==> src/rtl/fetch_unit.sv <==
`default_nettype none
// ============================================================================
// Module      : fetch_unit
// Description : Instruction fetch stage of the 16-bit CPU. Drives the
//               InstrMem address/write port, loads programs into InstrMem,
//               fetches sequentially into the IF/ID register, and handles
//               branch redirect, stall and halt.
// Revision    : 1.0 - initial release
// ============================================================================
module fetch_unit #(
    parameter int                ADDR_W    = 10,
    parameter int                DATA_W    = 16,
    parameter int                RESET_PC  = 0,
    parameter logic [DATA_W-1:0] HALT_WORD = {DATA_W{1'b1}}
) (
    input  logic              clk,
    input  logic              rst,
    input  logic              start,
    input  logic              load_start,
    input  logic              load_valid,
    input  logic [DATA_W-1:0] load_data,
    input  logic              load_done,
    input  logic              stall,
    input  logic              branch_taken,
    input  logic [ADDR_W-1:0] branch_target,
    input  logic [DATA_W-1:0] instr_in,
    output logic [ADDR_W-1:0] pc_out,
    output logic              mem_we,
    output logic [DATA_W-1:0] mem_wdata,
    output logic [DATA_W-1:0] instr_out,
    output logic [ADDR_W-1:0] instr_pc,
    output logic              valid_out,
    output logic [1:0]        state_out
);

    localparam logic [ADDR_W-1:0] C_RESET_PC  = ADDR_W'(RESET_PC);
    localparam logic [ADDR_W-1:0] C_LOAD_BASE = '0;
    localparam logic [ADDR_W-1:0] C_PC_STEP   = ADDR_W'(1);

    typedef enum logic [1:0] {
        S_IDLE = 2'd0,
        S_LOAD = 2'd1,
        S_RUN  = 2'd2,
        S_HALT = 2'd3
    } state_t;

    state_t              r_state;
    logic [ADDR_W-1:0]   r_pc;
    logic [DATA_W-1:0]   r_instr;
    logic [ADDR_W-1:0]   r_instr_pc;
    logic                r_valid;

    logic [ADDR_W-1:0]   w_pc_inc;
    logic                w_is_halt;
    logic                w_load_write;

    // Next sequential address; natural overflow gives the wrap to 0.
    assign w_pc_inc     = r_pc + C_PC_STEP;
    assign w_is_halt    = (instr_in == HALT_WORD);
    // Write strobe is combinational so an async reset removes it at once.
    assign w_load_write = (r_state == S_LOAD) && load_valid;

    assign pc_out    = r_pc;
    assign mem_we    = w_load_write;
    assign mem_wdata = load_data;
    assign instr_out = r_instr;
    assign instr_pc  = r_instr_pc;
    assign valid_out = r_valid;
    assign state_out = r_state;

    // Fetch state machine, program counter and IF/ID register.
    always_ff @(posedge clk or posedge rst) begin
        if (rst) begin
            r_state    <= S_IDLE;
            r_pc       <= C_RESET_PC;
            r_instr    <= '0;
            r_instr_pc <= '0;
            r_valid    <= 1'b0;
        end else begin
            case (r_state)
                // IDLE and HALT share entry rules; load_start outranks start.
                S_IDLE, S_HALT: begin
                    r_valid <= 1'b0;
                    if (load_start) begin
                        r_state <= S_LOAD;
                        r_pc    <= C_LOAD_BASE;
                    end else if (start) begin
                        r_state <= S_RUN;
                        r_pc    <= C_RESET_PC;
                    end
                end

                S_LOAD: begin
                    r_valid <= 1'b0;
                    if (load_valid) begin
                        r_pc <= w_pc_inc;
                    end
                    // A write in the same cycle as load_done still lands;
                    // only the address bookkeeping is replaced.
                    if (load_done) begin
                        r_state <= S_IDLE;
                        r_pc    <= C_RESET_PC;
                    end
                end

                S_RUN: begin
                    if (branch_taken) begin
                        // Word read this cycle is wrong-path: drop it.
                        r_pc    <= branch_target;
                        r_valid <= 1'b0;
                    end else if (!stall) begin
                        r_instr    <= instr_in;
                        r_instr_pc <= r_pc;
                        r_valid    <= 1'b1;
                        if (w_is_halt) begin
                            r_state <= S_HALT;
                        end else begin
                            r_pc <= w_pc_inc;
                        end
                    end
                end

                default: begin
                    r_state <= S_IDLE;
                    r_valid <= 1'b0;
                end
            endcase
        end
    end

endmodule
`default_nettype wire

==> config.mk <==
export PLATFORM = sky130hd
export DESIGN_NAME = fetch_unit
export DESIGN_NICKNAME = d
export VERILOG_FILES = /design/src/rtl/fetch_unit.sv
export SDC_FILE = /design/constraint.sdc
export NUM_CORES = 1
export LEC_CHECK = 0
export ABC_CLOCK_PERIOD_IN_PS = 2400
export CAP_MARGIN = 20
export CORE_AREA = 2 2 58 101
export DETAILED_ROUTE_END_ITERATION = 16
export DIE_AREA = 0 0 60 103
export PLACE_DENSITY_LB_ADDON = 0.2
export SLEW_MARGIN = 40
export SYNTH_ARGS = -nofsm -noshare
export SYNTH_HDL_FRONTEND = slang
export SYNTH_SLANG_ARGS = --single-unit
==> constraint.sdc <==
create_clock -name clk -period 2.4 [get_ports clk]
set_clock_uncertainty 0.15 [all_clocks]
set_input_delay 0.48 -clock clk [delete_from_list [all_inputs] [get_ports clk]]
set_output_delay 0.48 -clock clk [all_outputs]
set_load 0.03 [all_outputs]
==> results_tabular.tex <==
\begin{tabular}{lr}
\hline
Metric & Value \\
\hline
\multicolumn{2}{l}{\textbf{Status}} \\
\quad Run status & finished, final reports clean \\
\multicolumn{2}{l}{\textbf{Power}} \\
\quad Relative contribution of the clock network to total power & 0.151 \\
\quad NetSw & 1.49 mW \\
\quad Internal Dissipation & 2.14 mW \\
\quad Total leakage power & 1.22 nW \\
\quad Fraction of power consumed by combinational cells & 0.548 \\
\quad Switching fraction of total power & 0.410 \\
\quad IR drop worst, VDD & 616 uV \\
\quad Sequential cell fraction of total power & 0.302 \\
\quad PD cells & 1250 nW/um\^{}2 \\
\multicolumn{2}{l}{\textbf{STA}} \\
\quad Slew margin rel. & 0.670 \\
\quad Final Hold Viols & 0 \\
\quad Max-slew violation count & 0 \\
\quad Final worst slack & 232 ps \\
\quad Setup repair after global routing missed its margin & false \\
\quad Count of endpoints failing setup in the final report & 0 \\
\quad Max Freq & 461 MHz \\
\quad Clock period minus final worst setup slack & 2170 ps \\
\quad Transition time of the tightest slew-check pin & 495 ps \\
\quad Worst hold margin & 356 ps \\
\quad Part of the cycle the worst path needs & 0.903 \\
\quad Setup TNS & 0 ps \\
\multicolumn{2}{l}{\textbf{Global route}} \\
\quad Pin count of the biggest net entering global routing & 40 \\
\quad Wire length of the first global-routing pass & 7.58 mm \\
\quad Number of antenna violations at the first check in global routing & 0 \\
\quad GRT Total Usage & 0.163 \\
\quad Remaining Overflow, GRT & 0 \\
\quad Vias in the first global route & 1612 \\
\multicolumn{2}{l}{\textbf{Clock network}} \\
\quad Number of buffers inserted to repair setup after CTS & 0 \\
\quad Root buffer selected by CTS & sky130\_fd\_sc\_hd\_\_clkbuf\_8 \\
\quad Reg clk slew, reported paths & 70 ps \\
\quad CTS H-tree depth & 2 \\
\quad Worst-Skew Late Latency & 290 ps \\
\quad Max clock buf depth & 2 \\
\quad Number of clock sinks & 39 \\
\quad Hold-fix buffers at CTS & 0 \\
\quad Inserted Clock Buffers & 5 \\
\quad Cts repair resizes & 0 \\
\quad CTS tree & done \\
\multicolumn{2}{l}{\textbf{Placement}} \\
\quad Port bufs & 73 \\
\quad Global placer's final weighted congestion & 0.840 \\
\quad Post-detail-place hpwl & 3.65 mm \\
\quad Minimum setup slack after placement & -99.2 ps \\
\multicolumn{2}{l}{\textbf{Cells and area}} \\
\quad \# nets final & 304 \\
\quad Filler cell count & 501 \\
\quad Layout cells sized above 1 & 0.202 \\
\quad Number of antenna diodes & 0 \\
\quad Post-synthesis to final-layout area growth & 44.1\% \\
\multicolumn{2}{l}{\textbf{Drt}} \\
\quad Number of violations reported at the end of detailed-routing iteration 0 & 46 \\
\quad Post-route DRC violation count & 0 \\
\quad DRT Pass-1 Iters & 4 \\
\quad Total via count in the routed design & 1632 \\
\quad Post-route antenna net violation count & 0 \\
\quad Routed length per placed instance & 14.4 microns \\
\quad Avg Vias per Cell & 4.98 \\
\quad Overall routed net length & 4.72 mm \\
\multicolumn{2}{l}{\textbf{Yosys}} \\
\quad Post-Synthesis Cell Area & 2020 sq um \\
\quad Synth Register Bits & 39 \\
\quad Yosys warns & 0 \\
\quad Proportion of synthesized chip area in sequential cells & 0.483 \\
\quad Number of cells produced by synthesis & 180 \\
\quad Synth Net Count & 233 \\
\quad Leading register cell type out of synthesis & sky130\_fd\_sc\_hd\_\_dfrtp\_1 \\
\quad Fraction of synthesis flops using an asynchronous set or reset pin & 1.00 \\
\quad Distinct cells, synth & 36 \\
\quad Mean instance size in the synthesized netlist & 11.2 sq um \\
\quad Number of enable-type register cells in the synthesized netlist & 0 \\
\multicolumn{2}{l}{\textbf{Worst setup path}} \\
\quad Worst path required time & 2460 ps \\
\quad Critical path capture point type & flop \\
\quad R2R depth & 9 \\
\quad Critical path start-end classification & input pin to flop \\
\quad Crit path launch type & input pin \\
\quad Arrival time worst endpoint & 2230 ps \\
\quad Worst reg2reg path startpoint & state\_out[0]\$\_DFFE\_PP0P\_ \\
\quad Startpoint of the most critical setup path & branch\_taken \\
\quad Biggest fanout along the worst timing path & 19 \\
\multicolumn{2}{l}{\textbf{Hold path}} \\
\quad Hold depth & 1 \\
\quad Min-delay worst type & flop to flop \\
\quad Min-Delay Startpoint & instr\_pc[7]\$\_DFFE\_PP0P\_ \\
\multicolumn{2}{l}{\textbf{Die}} \\
\quad Die width & 60 microns \\
\quad Top-level I/O count & 106 \\
\quad Core Area & 5450 sq um \\
\quad Starting utilization of the core area & 0.371 \\
\quad Die Span Y & 103 microns \\
\quad Overall die area & 6180 sq um \\
\quad Floorplan row count & 36 \\
\multicolumn{2}{l}{\textbf{Run}} \\
\quad \# Max-Cap Violations & 0 \\
\hline
\end{tabular}
## logic make-up after synthesis
group / share of synthesized area
muxes: 0.160
adders and majority gates: 0.0186
xor gates and xnor gates: 0.0260
DFF: 0.483
buffers and inverters: 0.0867
AOI/OAI and AO/OA: 0.101
and+or+nand+nor: 0.125
## routing by layer
layer  routed length, microns  GRT usage  share of wire  vias up
met1                     1760      0.178           0.37      794
li1                         -          -              -      766
met3                      337     0.0464          0.071       12
met2                     2540      0.289           0.54       60
met5                        0          0              0        -
met4                       76     0.0615          0.016        0
## metrics by stage
stage	total power, mW	instance area [sq um]	utilization	std cells
2_1_floorplan	2.33	2020	-	180
3_3_place_gp	3.10	2800	0.513	320
3_5_place_dp	3.12	2800	0.513	320
4_1_cts	3.67	2910	0.534	328
5_1_grt	3.85	2910	0.534	328
6_report	3.63	2910	0.534	328
## critical path, stage by stage
cell,delay [ps]
sky130_fd_sc_hd__clkdlybuf4s50_1,460
sky130_fd_sc_hd__nand4b_1,200
sky130_fd_sc_hd__or3_4,340
sky130_fd_sc_hd__buf_4,150
sky130_fd_sc_hd__o31ai_4,250
sky130_fd_sc_hd__buf_12,180
sky130_fd_sc_hd__o21ai_0,80
sky130_fd_sc_hd__o21ai_0,80
## synthesized netlist by cell type (4+ instances only)
master	count	area [sq um]
sky130_fd_sc_hd__o21ai_0	7	35.0
sky130_fd_sc_hd__a22oi_1	8	60.1
sky130_fd_sc_hd__nand2_1	15	56.3
sky130_fd_sc_hd__inv_1	7	26.3
sky130_fd_sc_hd__nand3_1	5	25.0
sky130_fd_sc_hd__xor2_1	4	35.0
sky130_fd_sc_hd__nor3_1	7	35.0
sky130_fd_sc_hd__dfrtp_1	39	976
sky130_fd_sc_hd__mux2_2	26	293
sky130_fd_sc_hd__o31ai_1	5	37.5
sky130_fd_sc_hd__nor2_1	5	18.8
sky130_fd_sc_hd__buf_4	16	120
## power groups by stage
| stage | Sequential, mW | Combinational [mW] | Clock (mW) |
|---|---|---|---|
| after floorplan | 1.61 | 0.722 | 0 |
| after global placement | 1.11 | 1.99 | 0 |
| after detailed placement | 1.11 | 2.00 | 0 |
| after CTS | 1.10 | 2.01 | 0.563 |
| after global routing | 1.13 | 2.12 | 0.596 |
| final | 1.09 | 1.99 | 0.546 |
## area by class of cell
cell class	instances	area (sq um)	share of cell area
Tap cell	76	95.1	0.0327
Multi-Input combinational cell	113	868	0.298
Timing Repair Buffer	85	831	0.286
Clock inverter	3	43.8	0.0151
Inverter	7	26.3	0.00903
Clock buffer	5	68.8	0.0237
Sequential cell	39	976	0.335
## worst paths after layout
| check | to | slack, ps |
|---|---|---|
| max in group asynchronous | valid_out$_DFFE_PP0P_ | 1300 |
| worst max-delay path | pc_out[6]$_DFFE_PP0P_ | 230 |
| worst max register to register | pc_out[6]$_DFFE_PP0P_ | 250 |
| worst min-delay path | instr_pc[7]$_DFFE_PP0P_ | 360 |
| min in group asynchronous | instr_pc[1]$_DFFE_PP0P_ | 440 |
| worst min register to register | instr_pc[7]$_DFFE_PP0P_ | 360 |
## layout by cell type, fill, tap and decap left out, types with 2 or more instances in the layout
cell                              synthesis  routed
sky130_fd_sc_hd__a21oi_1                  2       2
sky130_fd_sc_hd__inv_1                    7       7
sky130_fd_sc_hd__xor2_1                   4       4
sky130_fd_sc_hd__dfrtp_1                 39      39
sky130_fd_sc_hd__mux2_2                  26      26
sky130_fd_sc_hd__nor2_1                   5       5
sky130_fd_sc_hd__o31ai_1                  5       5
sky130_fd_sc_hd__xnor2_1                  2       2
sky130_fd_sc_hd__nor2b_1                  2       2
sky130_fd_sc_hd__o21ai_0                  7       7
sky130_fd_sc_hd__nand4_1                  2       2
sky130_fd_sc_hd__buf_4                   16      12
sky130_fd_sc_hd__nand3_1                  5       5
sky130_fd_sc_hd__nand2b_1                 2       2
sky130_fd_sc_hd__nand2_1                 15      15
sky130_fd_sc_hd__mux2i_1                  3       3
sky130_fd_sc_hd__clkbuf_8                 0       5
sky130_fd_sc_hd__ha_1                     3       3
sky130_fd_sc_hd__a22oi_1                  8       8
sky130_fd_sc_hd__and2_1                   2       2
sky130_fd_sc_hd__nor3_1                   7       7
sky130_fd_sc_hd__clkdlybuf4s50_1          0      72
## registers in the layout (all words and copies together) (netlist names)
| signal | flops |
|---|---|
| valid_out | 1 |
| instr_pc | 10 |
| pc_out | 10 |
| instr_out | 16 |
| state_out | 2 |
Note: power is estimated with default switching activity, not from simulation.
